==> config.mk <==
export PLATFORM = sky130hd
export DESIGN_NAME = scs8hd_lpflow_clkdivkapwr_flat
export DESIGN_NICKNAME = d
export VERILOG_FILES = /design/src/rtl/scs8hd_lpflow_clkdivkapwr_if.sv /design/src/rtl/scs8hd_lpflow_clkdivkapwr.sv /design/src/flat_wrapper.sv
export SDC_FILE = /design/constraint.sdc
export NUM_CORES = 1
export LEC_CHECK = 0
export ABC_AREA = 0
export CAP_MARGIN = 40
export CORE_MARGIN = 2
export CORE_UTILIZATION = 25
export DETAILED_ROUTE_END_ITERATION = 8
export GPL_TIMING_DRIVEN = 0
export PLACE_DENSITY = 0.43
export RECOVER_POWER = 50
export SYNTH_ARGS = -nofsm -noshare
export SYNTH_HDL_FRONTEND = slang
export SYNTH_SLANG_ARGS = --single-unit
==> constraint.sdc <==
create_clock -name CLK -period 2.77 [get_ports CLK]
set_clock_uncertainty 0.1 [all_clocks]
set_input_delay 0.277 -clock CLK [delete_from_list [all_inputs] [get_ports CLK]]
set_output_delay 0.277 -clock CLK [all_outputs]
set_load 0.03 [all_outputs]
==> src/rtl/scs8hd_lpflow_clkdivkapwr_if.sv <==
// Control/status bundle for the keep-alive clock divider: run requests,
// divide values and load strobe in; divided clocks and activity flags out.
interface scs8hd_lpflow_clkdivkapwr_if #(
  parameter int NCH  = 4,
  parameter int DIVW = 4
);
  logic [NCH-1:0]      EN;
  logic [NCH*DIVW-1:0] DIV;
  logic                LOAD;
  logic [NCH-1:0]      Y;
  logic [NCH-1:0]      ACTIVE;

  modport master (
    output EN, DIV, LOAD,
    input  Y, ACTIVE
  );

  modport slave (
    input  EN, DIV, LOAD,
    output Y, ACTIVE
  );
endinterface

==> src/rtl/scs8hd_lpflow_clkdivkapwr.sv <==
// Multi-channel glitch-free clock divider on the always-on (kapwr) domain.
// Optional sleep handshake (SLEEP/SLPACK) enabled by SC_LPFLOW_CLKDIV_SLEEP_EN.
module scs8hd_lpflow_clkdivkapwr #(
  parameter int NCH    = 4,
  parameter int DIVW   = 4,
  parameter int INVERT = 1
) (
`ifdef SC_USE_PG_PIN
  input  logic kapwr,
  input  logic vpwr,
  input  logic vgnd,
  input  logic vpb,
  input  logic vnb,
`endif
  input  logic CLK,
  input  logic RESET,
`ifdef SC_LPFLOW_CLKDIV_SLEEP_EN
  input  logic SLEEP,
  output logic SLPACK,
`endif
  scs8hd_lpflow_clkdivkapwr_if.slave bus
);

  localparam logic INV_L = (INVERT != 0);

  logic [NCH-1:0][DIVW-1:0] shadow_q, shadow_d;
  logic [NCH-1:0][DIVW-1:0] div_act_q, div_act_d;
  logic [NCH-1:0][DIVW-1:0] cnt_q, cnt_d;
  logic [NCH-1:0]           t_q, t_d;
  logic [NCH-1:0]           run_q, run_d;
  logic [NCH-1:0]           en_eff;
  logic                     sleep_w;

`ifdef SC_LPFLOW_CLKDIV_SLEEP_EN
  assign sleep_w = SLEEP;
`else
  assign sleep_w = 1'b0;
`endif

  // Sleep masks every run request, so channels park at their next boundary.
  assign en_eff = bus.EN & ~{NCH{sleep_w}};

  always_comb begin
    shadow_d  = shadow_q;
    div_act_d = div_act_q;
    cnt_d     = cnt_q;
    t_d       = t_q;
    run_d     = run_q;
    for (int c = 0; c < NCH; c++) begin
      if (bus.LOAD) begin
        shadow_d[c] = bus.DIV[c*DIVW +: DIVW];
      end
      if (!run_q[c]) begin
        div_act_d[c] = shadow_q[c];
        if (en_eff[c]) begin
          run_d[c] = 1'b1;
          cnt_d[c] = '0;
        end
      end else if (cnt_q[c] == div_act_q[c]) begin
        cnt_d[c] = '0;
        t_d[c]   = ~t_q[c];
        // Falling t edge closes a period: only here may ratio or run change.
        if (t_q[c]) begin
          div_act_d[c] = shadow_q[c];
          if (!en_eff[c]) begin
            run_d[c] = 1'b0;
          end
        end
      end else begin
        cnt_d[c] = cnt_q[c] + DIVW'(1);
      end
    end
  end

  always_ff @(posedge CLK or posedge RESET) begin
    if (RESET) begin
      shadow_q  <= '0;
      div_act_q <= '0;
      cnt_q     <= '0;
      t_q       <= '0;
      run_q     <= '0;
    end else begin
      shadow_q  <= shadow_d;
      div_act_q <= div_act_d;
      cnt_q     <= cnt_d;
      t_q       <= t_d;
      run_q     <= run_d;
    end
  end

  // XOR with a constant is a plain inverter or wire: Y stays a flop output.
  assign bus.Y      = t_q ^ {NCH{INV_L}};
  assign bus.ACTIVE = run_q;

`ifdef SC_LPFLOW_CLKDIV_SLEEP_EN
  logic slpack_q;

  always_ff @(posedge CLK or posedge RESET) begin
    if (RESET) begin
      slpack_q <= 1'b0;
    end else begin
      slpack_q <= sleep_w & ~|run_q;
    end
  end

  assign SLPACK = slpack_q;
`endif

endmodule
==> src/flat_wrapper.sv <==
// flat-port wrapper written by rule: the top's interface ports become plain ports
module scs8hd_lpflow_clkdivkapwr_flat 
#(
  parameter int NCH    = 4,
  parameter int DIVW   = 4,
  parameter int INVERT = 1
)
  (CLK, RESET, bus_EN, bus_DIV, bus_LOAD, bus_Y, bus_ACTIVE);
  scs8hd_lpflow_clkdivkapwr_if #(.NCH(NCH), .DIVW(DIVW)) bus_i ();
  input  logic CLK;
  input  logic RESET;
  input wire logic [$bits(bus_i.EN)-1:0] bus_EN;
  input wire logic [$bits(bus_i.DIV)-1:0] bus_DIV;
  input wire logic [$bits(bus_i.LOAD)-1:0] bus_LOAD;
  output wire logic [$bits(bus_i.Y)-1:0] bus_Y;
  output wire logic [$bits(bus_i.ACTIVE)-1:0] bus_ACTIVE;
  assign bus_i.EN = bus_EN;
  assign bus_i.DIV = bus_DIV;
  assign bus_i.LOAD = bus_LOAD;
  assign bus_Y = bus_i.Y;
  assign bus_ACTIVE = bus_i.ACTIVE;
  scs8hd_lpflow_clkdivkapwr #(.NCH(NCH), .DIVW(DIVW), .INVERT(INVERT)) u_core (.CLK(CLK), .RESET(RESET), .bus(bus_i));
endmodule
==> impl_metrics.csv <==
group,metric,value,unit
status,status,"complete, no violations",
clock_network,cts_hold_buf,0,
floorplan,start_util,25.7,%
synthesis,yosys_warnings,0,
worst_hold_path,hold_start,"bus_LOAD",
synthesis,synth_common_cells,"dfrtp_1 (56), mux2_2 (24), nand2_1 (14), xnor2_1 (12), xor2_1 (12)",
worst_setup_path,slowest_delay,730,ps
worst_hold_path,min_path_cells,2,
worst_setup_path,r2r_cells,4,
timing,tightest_slew,1090,ps
routing,vias,1500,
floorplan,num_rows,36,
placed_design,dpl.hpwl,3140,um
routing,vias_per_cell,4.13,
global_route,track_usage,8.86,%
synthesis,synth.yosys.seq_area_share,55.7,%
timing,final.period_utilization,69.2,%
layout,layout.nets,257,
synthesis,synth_ff_type,"dfrtp_1",
layout,ff_latch_area,1400,sq um
timing,hold_violations,0,
floorplan,die_area,10900,sq um
floorplan,fp.dieW,104,um
worst_setup_path,r2r_slack,910,ps
routing,ant_nets,0,
layout,area_delta_synth_final,24.1,%
placed_design,port_buffers,29,
worst_setup_path,critPathTopFamily,"buffers and inverters",
power,p_leak,0.00132,uW
floorplan,fp.dieH,104,um
synthesis,synth_edf_count,0,
layout,drive_above_1_share,20.9,%
routing,drtIter0Drc,38,
worst_setup_path,worst-path-max-fanout,8,
routing,firstDrtPassIters,4,
worst_hold_path,hold_path_class,"in2reg",
layout,multi_input_area,1070,sq um
clock_network,cts_buffers,5,
timing,slew_viol_final,0,
layout,diodes,0,
worst_setup_path,slowest_stage,"clkdlybuf4s50_1",
synthesis,syn-num-nets,220,
clock_network,cts_resized,0,
timing,setup-violations-final,0,
synthesis,synth_seq_cells,56,
clock_network,htreeDepth,2,
power,cellPowerDensity,1110,nW/um^2
timing,max_freq,522,MHz
synthesis,yosysMostFrequentCell,"dfrtp_1",
clock_network,post-cts-setup-buffers,0,
synthesis,synth.distinct_cells,26,
global_route,grt_max_degree,31,
placed_design,gp_congestion,0.755,
synthesis,synth.largest_area_cell,"dfrtp_1",
worst_setup_path,arrival,1540,ps
timing,rsz0062_at_grt,"false",
floorplan,ios,31,
synthesis,syn_area_per_cell,13.0,sq um
worst_setup_path,endpoint_kind,"output port",
clock_network,cts.clk_slew.worst_paths,100,ps
floorplan,core,9770,sq um
synthesis,netlist_instances,193,
worst_setup_path,crit_buf_inv,1,
synthesis,yosysTopAreaCellShare,55.7,%
clock_network,clk_latency,300,ps
clock_network,clockBufferDepth,2,
timing,finalSetupTns,0,ps
worst_setup_path,required,2390,ps
worst_setup_path,start_kind,"flop",
timing,min_period,1920,ps
layout,nFillCells,993,
timing,worst_slew_margin_rel,27.0,%
power,total_power,3460,uW
global_route,grt_pass1_wl,7760,um
worst_hold_path,min_to,"u_core.shadow_q[12]",
worst_setup_path,path_cells,"clkdlybuf4s50_1",
worst_setup_path,criticalPathCategory,"reg2out",
clock_network,cts_num_sinks,56,
global_route,grt_pass1_vias,1591,
synthesis,async_flop_share,100,%
synthesis,netlist_top_cells_area,"dfrtp_1 (56%), mux2_2 (11%), mux2_4 (4.8%)",
worst_setup_path,r2r-start,"u_core.cnt_q[13]",
routing,wire_per_inst,11.9,um
clock_network,cts_tree,"done",
power,ir_drop,0.303,mV
worst_setup_path,rr_endpoint,"u_core.div_act_q[15]",
flow_run,cap_violations,0,
global_route,overflow,0,
synthesis,netlist_area,2510,sq um
global_route,antenna_found_initial,0,
routing,drt-total-wl,4330,um
clock_network,cts_root_buffer,"clkbuf_8",
routing,drc,0,
[sequential cells by signal (all words and copies together) (netlist names)]
register	count
u_core.shadow_q	16
u_core.bus.ACTIVE	4
u_core.cnt_q	16
u_core.div_act_q	16
u_core.t_q	4
[area by class of cell]
cell class | count | area share [%]
clock buffer | 5 | 2.21
tap | 133 | 5.33
timing repair buffer | 30 | 9.94
multi-input combinational | 126 | 34.3
clock inverter | 2 | 1.92
sequential | 56 | 44.9
buffer | 2 | 0.281
inverter | 9 | 1.08
[worst max-delay path by stage]
stage          depth (start not counted)  slack (ps)              endpoint            startpoint
6_report                               1         850         bus_ACTIVE[3]  u_core.bus.ACTIVE[3]
5_1_grt                                4         720   u_core.div_act_q[0]       u_core.cnt_q[0]
4_1_cts                                1         820         bus_ACTIVE[3]  u_core.bus.ACTIVE[3]
3_5_place_dp                           4         900   u_core.div_act_q[0]       u_core.cnt_q[2]
3_3_place_gp                           2        -200  u_core.bus.ACTIVE[3]                 RESET
2_1_floorplan                          1        1020  u_core.bus.ACTIVE[0]                 RESET
[cells by family (layout without fill, tap and decap cells)]
logic type	after synthesis	count (layout)	synth area share, %
buf+inv	11	48	1.69
xor+xnor	24	24	8.36
simple gates	38	38	7.91
mux	32	32	15.5
flops	56	56	55.7
fa+ha+maj	4	4	1.99
compound gates	28	28	8.81
[metrics by stage]
stage / std cells / area (sq um) / setup slack [ps] / hold WS (ps) / utilization (%)
final: 363 / 3120 / 853 / 338 / 31.9
after global routing: 363 / 3120 / 720 / 355 / 31.9
after CTS: 363 / 3120 / 821 / 276 / 31.9
after detailed placement: 356 / 2990 / 903 / 390 / 30.6
after global placement: 355 / 2970 / -198 / 386 / 30.4
after floorplan: 193 / 2510 / 1020 / 275 / -
[report_power, final]
part,leakage [uW],switching (uW),total [uW],internal [uW]
Sequential,0.000652,290,1430,1140
Combinational,0.000604,654,1420,762
Clock,0.0000642,258,614,356
[routing by layer]
metal | track usage [%] | vias up | wire length (um)
met5 | 0 | - | 0
li1 | - | 750 | -
met4 | 3.47 | 0 | 75
met3 | 2.26 | 7 | 130
met1 | 12.0 | 718 | 2220
met2 | 13.5 | 25 | 1910
[worst register-to-register path: cells and delay by family (launching register included)]
kind	cells	cell delay [ps]
compound gates	1	250
simple gates	1	460
xor+xnor	1	200
mux	1	300
flops	1	440
[cell usage in the layout, fill, tap and decap left out, types with 3 or more instances in the layout]
cell,netlist,layout
a21o_1,4,4
clkbuf_8,0,5
clkdlybuf4s50_1,0,28
dfrtp_1,56,56
ha_1,4,4
inv_1,9,9
mux2_2,24,24
mux2_4,8,8
nand2_1,14,14
nand2b_1,3,3
nand3_1,6,6
nor2_1,6,6
nor3b_1,4,4
o21ai_0,10,10
o22ai_1,4,4
xnor2_1,12,12
xor2_1,12,12
(Power assumes the default switching activity.)
